$ cat config.mk
export PLATFORM = sky130hd
export DESIGN_NAME = matrix_keypad_scanner
export DESIGN_NICKNAME = d
export VERILOG_FILES = /design/src/rtl/keypad_pkg.sv /design/src/rtl/keypad_event_fifo.sv /design/src/rtl/matrix_keypad_scanner.sv
export SDC_FILE = /design/constraint.sdc
export NUM_CORES = 1
export LEC_CHECK = 0
export ABC_AREA = 1
export CORE_MARGIN = 3
export CORE_UTILIZATION = 54
export DETAILED_ROUTE_END_ITERATION = 6
export DONT_BUFFER_PORTS = 1
export PLACE_DENSITY = 0.72
export SETUP_SLACK_MARGIN = 0.1
export SLEW_MARGIN = 40
export SYNTH_ARGS = -nofsm -noshare
export SYNTH_HDL_FRONTEND = slang
export SYNTH_SLANG_ARGS = --single-unit
$ cat constraint.sdc
create_clock -name clk -period 3 [get_ports clk]
set_clock_uncertainty 0.1 [all_clocks]
set_input_delay 0.3 -clock clk [delete_from_list [all_inputs] [get_ports clk]]
set_output_delay 0.3 -clock clk [all_outputs]
set_load 0.01 [all_outputs]
$ cat src/rtl/keypad_pkg.sv
// Shared types and constants for the matrix keypad scanner.
//   key_evt_t    : one queued key event {code, press}
//   clog2_min1() : ceiling log2, never less than 1 (sizes counters and indices)
//   *_DEF        : default parameter values of the scanner
//   emit_state_t : event emitter states
package keypad_pkg;

   localparam int ROWS_DEF       = 4;
   localparam int COLS_DEF       = 4;
   localparam int SCAN_DIV_DEF   = 60000;
   localparam int DEBOUNCE_DEF   = 2;
   localparam int FIFO_DEPTH_DEF = 4;

   // Wide enough for the largest 8x8 matrix; narrower builds slice it.
   localparam int CODE_MAX_W = 6;

   typedef struct packed {
      logic [CODE_MAX_W-1:0] code;
      logic                  press;
   } key_evt_t;

   localparam int EVT_W = $bits(key_evt_t);

   typedef enum logic {
      EMIT_IDLE = 1'b0,
      EMIT_WALK = 1'b1
   } emit_state_t;

   function automatic int clog2_min1(input int n);
      int w;
      w = 1;
      for (int i = 1; i < 31; i++) begin
         if ((1 << i) < n) w = i + 1;
      end
      return w;
   endfunction

endpackage

$ cat src/rtl/keypad_event_fifo.sv
// Small synchronous FIFO holding key events.
//   clk, rst_n : clock, async active-low reset (empties the queue)
//   push, din  : write request and data; dropped when full unless popping
//   full       : no free entry
//   pop, dout  : read request and head data (zero when empty)
//   empty      : no entry held
// A push into a full queue is accepted when a pop happens in the same cycle,
// because the head slot is freed at the same edge the tail slot is written.
module keypad_event_fifo
   import keypad_pkg::*;
#(
   parameter int WIDTH = EVT_W,
   parameter int DEPTH = FIFO_DEPTH_DEF
) (
   input  logic             clk,
   input  logic             rst_n,
   input  logic             push,
   input  logic [WIDTH-1:0] din,
   output logic             full,
   input  logic             pop,
   output logic [WIDTH-1:0] dout,
   output logic             empty
);

   localparam int AW = clog2_min1(DEPTH);

   logic [WIDTH-1:0] mem [DEPTH];
   logic [AW:0]      wptr;
   logic [AW:0]      rptr;
   logic             do_push;
   logic             do_pop;

   assign empty   = (wptr == rptr);
   assign full    = (wptr[AW-1:0] == rptr[AW-1:0]) && (wptr[AW] != rptr[AW]);
   assign do_pop  = pop && !empty;
   assign do_push = push && (!full || do_pop);
   assign dout    = empty ? '0 : mem[rptr[AW-1:0]];

   always_ff @(posedge clk or negedge rst_n) begin
      if (!rst_n) begin
         wptr <= '0;
         rptr <= '0;
         for (int i = 0; i < DEPTH; i++) mem[i] <= '0;
      end else begin
         if (do_push) begin
            mem[wptr[AW-1:0]] <= din;
            wptr              <= wptr + (AW+1)'(1);
         end
         if (do_pop) rptr <= rptr + (AW+1)'(1);
      end
   end

endmodule

$ cat src/rtl/matrix_keypad_scanner.sv
// Row-scanned key matrix reader with per-key debounce and an event queue.
//   clk, rst_n             : system clock, async active-low reset
//   col                    : column lines, active-low
//   row                    : row drive, active-low one-hot
//   key_state              : debounced key map, bit r*COLS+c, 1 = pressed
//   key_press/key_release  : one-cycle pulses on key_state edges
//   evt_valid/evt_ready    : event stream handshake
//   evt_code/evt_press     : head event key index and direction
//   ovf, ovf_clr           : sticky event-loss flag and its clear
//
// Emitter FSM
//   state     | meaning
//   EMIT_IDLE | waiting for a row sample that changed at least one key
//   EMIT_WALK | visiting columns 0..COLS-1 of that row, one per cycle
module matrix_keypad_scanner
   import keypad_pkg::*;
#(
   parameter  int ROWS       = ROWS_DEF,
   parameter  int COLS       = COLS_DEF,
   parameter  int SCAN_DIV   = SCAN_DIV_DEF,
   parameter  int DEBOUNCE   = DEBOUNCE_DEF,
   parameter  int FIFO_DEPTH = FIFO_DEPTH_DEF,
   localparam int CODE_W     = clog2_min1(ROWS*COLS)
) (
   input  logic                 clk,
   input  logic                 rst_n,
   input  logic [COLS-1:0]      col,
   output logic [ROWS-1:0]      row,
   output logic [ROWS*COLS-1:0] key_state,
   output logic [ROWS*COLS-1:0] key_press,
   output logic [ROWS*COLS-1:0] key_release,
   output logic                 evt_valid,
   input  logic                 evt_ready,
   output logic [CODE_W-1:0]    evt_code,
   output logic                 evt_press,
   output logic                 ovf,
   input  logic                 ovf_clr
);

   localparam int NK    = ROWS*COLS;
   localparam int DIV_W = clog2_min1(SCAN_DIV);
   localparam int ROW_W = clog2_min1(ROWS);
   localparam int COL_W = clog2_min1(COLS);
   localparam int DB_W  = 4;

   logic [DIV_W-1:0] slot_cnt;
   logic [ROW_W-1:0] row_idx;
   logic             slot_end;
   logic [COLS-1:0]  col_s1;
   logic [COLS-1:0]  col_s2;

   logic [DB_W-1:0]  dcnt [NK];
   logic [NK-1:0]    sel;
   logic [NK-1:0]    differ;
   logic [NK-1:0]    flip;
   logic [COLS-1:0]  row_flip;
   logic [COLS-1:0]  row_new;

   emit_state_t      state;
   emit_state_t      state_nx;
   logic [COLS-1:0]  chg;
   logic [COLS-1:0]  val;
   logic [ROW_W-1:0] emit_row;
   logic [COL_W-1:0] emit_col;
   logic             start;
   logic             push;
   key_evt_t         push_evt;

   key_evt_t         head;
   logic             fifo_full;
   logic             fifo_empty;
   logic             unused_code_hi;

   // ---------------- scan timing ----------------
   assign slot_end = (slot_cnt == DIV_W'(SCAN_DIV-1));

   always_ff @(posedge clk or negedge rst_n) begin
      if (!rst_n) begin
         slot_cnt <= '0;
         row_idx  <= '0;
      end else if (slot_end) begin
         slot_cnt <= '0;
         row_idx  <= (row_idx == ROW_W'(ROWS-1)) ? '0 : row_idx + ROW_W'(1);
      end else begin
         slot_cnt <= slot_cnt + DIV_W'(1);
      end
   end

   always_comb begin
      row          = '1;
      row[row_idx] = 1'b0;
   end

   always_ff @(posedge clk or negedge rst_n) begin
      if (!rst_n) begin
         col_s1 <= '1;
         col_s2 <= '1;
      end else begin
         col_s1 <= col;
         col_s2 <= col_s1;
      end
   end

   // ---------------- debounce ----------------
   // A key flips on the sample that would bring its count to DEBOUNCE.
   always_comb begin
      sel    = '0;
      differ = '0;
      flip   = '0;
      for (int k = 0; k < NK; k++) begin
         sel[k]    = slot_end && (int'(row_idx) == k / COLS);
         differ[k] = (~col_s2[k % COLS]) != key_state[k];
         flip[k]   = sel[k] && differ[k] && (dcnt[k] == DB_W'(DEBOUNCE-1));
      end
   end

   always_ff @(posedge clk or negedge rst_n) begin
      if (!rst_n) begin
         key_state   <= '0;
         key_press   <= '0;
         key_release <= '0;
         for (int k = 0; k < NK; k++) dcnt[k] <= '0;
      end else begin
         for (int k = 0; k < NK; k++) begin
            key_press[k]   <= flip[k] & ~key_state[k];
            key_release[k] <= flip[k] &  key_state[k];
            if (flip[k]) begin
               key_state[k] <= ~key_state[k];
               dcnt[k]      <= '0;
            end else if (sel[k]) begin
               dcnt[k] <= differ[k] ? dcnt[k] + DB_W'(1) : '0;
            end
         end
      end
   end

   // ---------------- event emitter ----------------
   always_comb begin
      row_flip = '0;
      for (int c = 0; c < COLS; c++) row_flip[c] = flip[int'(row_idx)*COLS + c];
   end

   assign row_new = ~col_s2;
   assign start   = slot_end && (|row_flip);

   always_ff @(posedge clk or negedge rst_n) begin
      if (!rst_n) begin
         state    <= EMIT_IDLE;
         chg      <= '0;
         val      <= '0;
         emit_row <= '0;
         emit_col <= '0;
      end else begin
         state <= state_nx;
         if (start) begin
            chg      <= row_flip;
            val      <= row_new;
            emit_row <= row_idx;
            emit_col <= '0;
         end else if (state == EMIT_WALK) begin
            emit_col <= emit_col + COL_W'(1);
         end
      end
   end

   always_comb begin
      state_nx       = state;
      push           = 1'b0;
      push_evt.code  = '0;
      push_evt.press = 1'b0;
      case (state)
         EMIT_IDLE: begin
            if (start) state_nx = EMIT_WALK;
         end
         EMIT_WALK: begin
            push           = chg[emit_col];
            push_evt.code  = CODE_MAX_W'(int'(emit_row)*COLS + int'(emit_col));
            push_evt.press = val[emit_col];
            if (emit_col == COL_W'(COLS-1)) state_nx = start ? EMIT_WALK : EMIT_IDLE;
         end
         default: state_nx = EMIT_IDLE;
      endcase
   end

   // ---------------- event queue ----------------
   keypad_event_fifo #(
      .WIDTH (EVT_W),
      .DEPTH (FIFO_DEPTH)
   ) u_fifo (
      .clk   (clk),
      .rst_n (rst_n),
      .push  (push),
      .din   (push_evt),
      .full  (fifo_full),
      .pop   (evt_ready),
      .dout  (head),
      .empty (fifo_empty)
   );

   assign evt_valid      = !fifo_empty;
   assign evt_code       = head.code[CODE_W-1:0];
   assign evt_press      = head.press;
   assign unused_code_hi = |head.code;

   // A new loss wins over a clear in the same cycle.
   always_ff @(posedge clk or negedge rst_n) begin
      if (!rst_n) begin
         ovf <= 1'b0;
      end else if (push && fifo_full && !(evt_ready && !fifo_empty)) begin
         ovf <= 1'b1;
      end else if (ovf_clr) begin
         ovf <= 1'b0;
      end
   end

endmodule

==> flow_summary.ini <==
[outcome]
status = finished with violations
failed_checks = hold timing

[die]
die_h_um = 133
die_area_um2 = 17700
ioPinCount = 67
coreArea_um2 = 15500
row_count = 45
die_x_um = 133
initial_utilization_pct = 56.1

[yosys]
synth_nets = 969
synth_top_area_cell = dfrtp_1
synth_top_area_share_pct = 48.9
syn_avg_cell_area_um2 = 9.47
yosys-top-cells-area = dfrtp_1, ha_1, inv_1
synth.distinct_cells = 39
seq_area_frac_synth_pct = 51.4
ys_ff_latch = 178
syn_area_um2 = 8690
netlist_instances = 918
ys_warn_count = 0

[grt]
grt_pass1_wl_mm = 28.5
grt_max_degree = 179
grt_pass1_vias = 5854
antenna_found_initial = 0
grt_usage_pct = 20.0
grt_overflow_total = 0

[timing]
fin_ws_ns = 0.414
setup_viol = 0
post-route-period-util_pct = 86.2
fmax_mhz = 387
period_needed_ns = 2.59
setup_tns_ns = 0
rsz0062_at_grt = no
hold_viol = 178
max_slew.worst_pin.slew_ns = 0.618
maxSlewViolCount = 0
hold_ws_ns = -0.526
slew_headroom_pct = 58.6

[cts]
cts_resized = 0
clk_pin_slew_worst_paths_ns = 0.07
cts_tree = yes
numCtsBuffers = 17
cts_max_level = 4
ctsHoldBuffers = 5
clockRootBuffer = clkbuf_16
insertion_delay_ns = 0.43
clock-sinks = 178
cts_setup_buffers = 0
clk_path_buf_depth = 2

[finish]
fin_nets = 986
multi_input_area_um2 = 3600
area_growth_pct = 9.90
fill_cells = 1323
drive_gt1_share_pct = 10.4
regArea_um2 = 4460
diodes = 0

[setup_path]
r2r_slack_ns = 0.41
path_class = reg -> reg
critical_path_arrival_ns = 2.81
endpoint_kind = flop
start_kind = flop
cp_max_fo = 12
worstRegToRegCells = 12
cp.required_ns = 3.23

[placed_design]
dp.final_hpwl_mm = 11.8
dp_slack_ns = 0.416
gp_congestion = 0.852
io_buffers = 0

[routing]
routed_wl_mm = 16.8
dr.pass1.iters = 5
drc = 0
avgRoutedWirePerCell_um = 14.5
vias_per_cell = 5.22
ant_nets = 0
drt-initial-drc-count = 335
vias = 6054

[power_and_ir_drop]
leakage_nw = 4.63
powerDensity_nw_per_um2 = 527
worst_ir_drop_vdd_mv = 0.413

[flow_run]
cap_violations = 0

[min_path]
hold_path_class = in -> async
cell usage after synthesis:
library cell / n
nand3_4: 2
nand2_1: 133
o32ai_1: 1
o21ai_0: 63
a22oi_1: 1
nor4_1: 4
clkbuf_8: 1
ha_1: 43
clkbuf_1: 7
xor2_1: 36
nand3_1: 53
nor3_1: 4
dfrtp_1: 170
nand2_4: 4
and3_1: 1
nor2_4: 7
nor2_1: 90
xnor2_1: 30
o2bb2ai_1: 6
a21oi_4: 1
a21oi_1: 17
mux2_1: 1
o31ai_1: 3
dfstp_2: 8
inv_2: 4
nor2_2: 3
nand3_2: 15
o211ai_1: 1
buf_1: 1
nand4_1: 8
buf_2: 4
buf_6: 2
mux2_2: 1
nand2_2: 9
o22ai_1: 40
nor2_8: 4
buf_12: 1
a31oi_1: 5
inv_1: 134
metal layers:
layer / vias to the layer above / share of wire [%] / routed length, um / GRT usage [%]
met3: 30 / 4.3 / 722 / 4.64
met1: 2918 / 47 / 7980 / 27.2
met4: 0 / 2.1 / 350 / 7.51
li1: 3000 / - / - / -
met5: - / 0 / 0 / 0
met2: 106 / 46 / 7780 / 31.4
metrics by stage:
| stage | instances | instance area, um2 | utilization, % | hold WS [ns] | total power [W] |
|---|---|---|---|---|---|
| final | 1159 | 9550 | 61.7 | -0.526 | 0.00503 |
| after global routing | 1159 | 9550 | 61.7 | -0.554 | 0.00522 |
| after detailed placement | 1122 | 8920 | 57.6 | -0.0863 | 0.00287 |
| after floorplan | 918 | 8690 | - | -0.0956 | 0.00279 |
| after CTS | 1159 | 9550 | 61.7 | -0.548 | 0.00507 |
| after global placement | 1122 | 8920 | 57.6 | -0.0846 | 0.00286 |
critical path, cell delays in order (launching register included):
cell	delay, ns
dfrtp_1	0.51
inv_1	0.21
ha_1	0.26
nand3_2	0.28
nor2_1	0.12
nand2_1	0.16
nand2_1	0.07
nand3_1	0.08
nand2_2	0.08
nor2_4	0.36
nand2_4	0.13
nand2_1	0.08
nand2_1	0.05
layout make-up:
cell class,instances,share of cell area (%)
flip-flops and latches,178,46.7
clock buffers,20,4.89
multi-input cells,586,37.7
inverters,138,5.42
clock inverters,12,1.24
repair buffers,14,1.23
well taps,211,2.76
state kept, by name (all words and copies together) (netlist names), 3 cells and up:
name	flops
dcnt	64
u_fifo.mem	20
key_press	16
key_release	16
key_state	16
slot_cnt	16
chg	4
col_s1	4
col_s2	4
val	4
u_fifo.rptr	3
u_fifo.wptr	3
worst paths after layout:
check / to / from
setup / recovery: emit_row[1]$_DFFE_PN0P_ / row_idx[1]$_DFFE_PN0P_
hold / removal: key_press[8]$_DFF_PN0_ / rst_n
setup reg to reg: emit_row[1]$_DFFE_PN0P_ / row_idx[1]$_DFFE_PN0P_
hold reg to reg: col_s2[1]$_DFF_PN1_ / col_s1[1]$_DFF_PN1_
max in group asynchronous: u_fifo.mem[25]$_DFFE_PN0P_ / rst_n
min in group clk: u_fifo.rptr[0]$_DFFE_PN0P_ / evt_ready
cell usage in the layout, fill, tap and decap left out, types with 6 or more instances in the layout:
master       n
dfrtp_1    170
ha_1        43
xor2_1      36
buf_4        9
nand2_1    133
o22ai_1     40
nor2_1      90
nand2_2      9
xnor2_1     30
inv_1      134
o2bb2ai_1    6
nand4_1      8
nor2_4       7
clkbuf_16   17
a21oi_1     17
nand3_2     15
nand3_1     53
dfstp_2      8
o21ai_0     63
cells by family (layout without fill, tap and decap cells):
| logic type | Yosys count | after routing | share of synthesized area (%) |
|---|---|---|---|
| flip-flops | 178 | 178 | 51.4 |
| AND/OR/NAND/NOR | 337 | 337 | 19.2 |
| XOR/XNOR | 66 | 66 | 6.65 |
| multiplexers | 2 | 2 | 0.259 |
| buffers and inverters | 154 | 184 | 7.18 |
| AO/OA/AOI/OAI | 138 | 138 | 9.17 |
| adder cells (fa/ha/maj) | 43 | 43 | 6.19 |
power by group:
group / leakage [nW] / internal, W / total [W] / switching [W]
registers: 2.42 / 0.00243 / 0.00249 / 0.0000621
clock network: 0.286 / 0.00123 / 0.00221 / 0.000980
logic: 1.92 / 0.000122 / 0.000334 / 0.000212
total: 4.63 / 0.00378 / 0.00503 / 0.00125
Note: power is estimated with default switching activity, not from simulation.
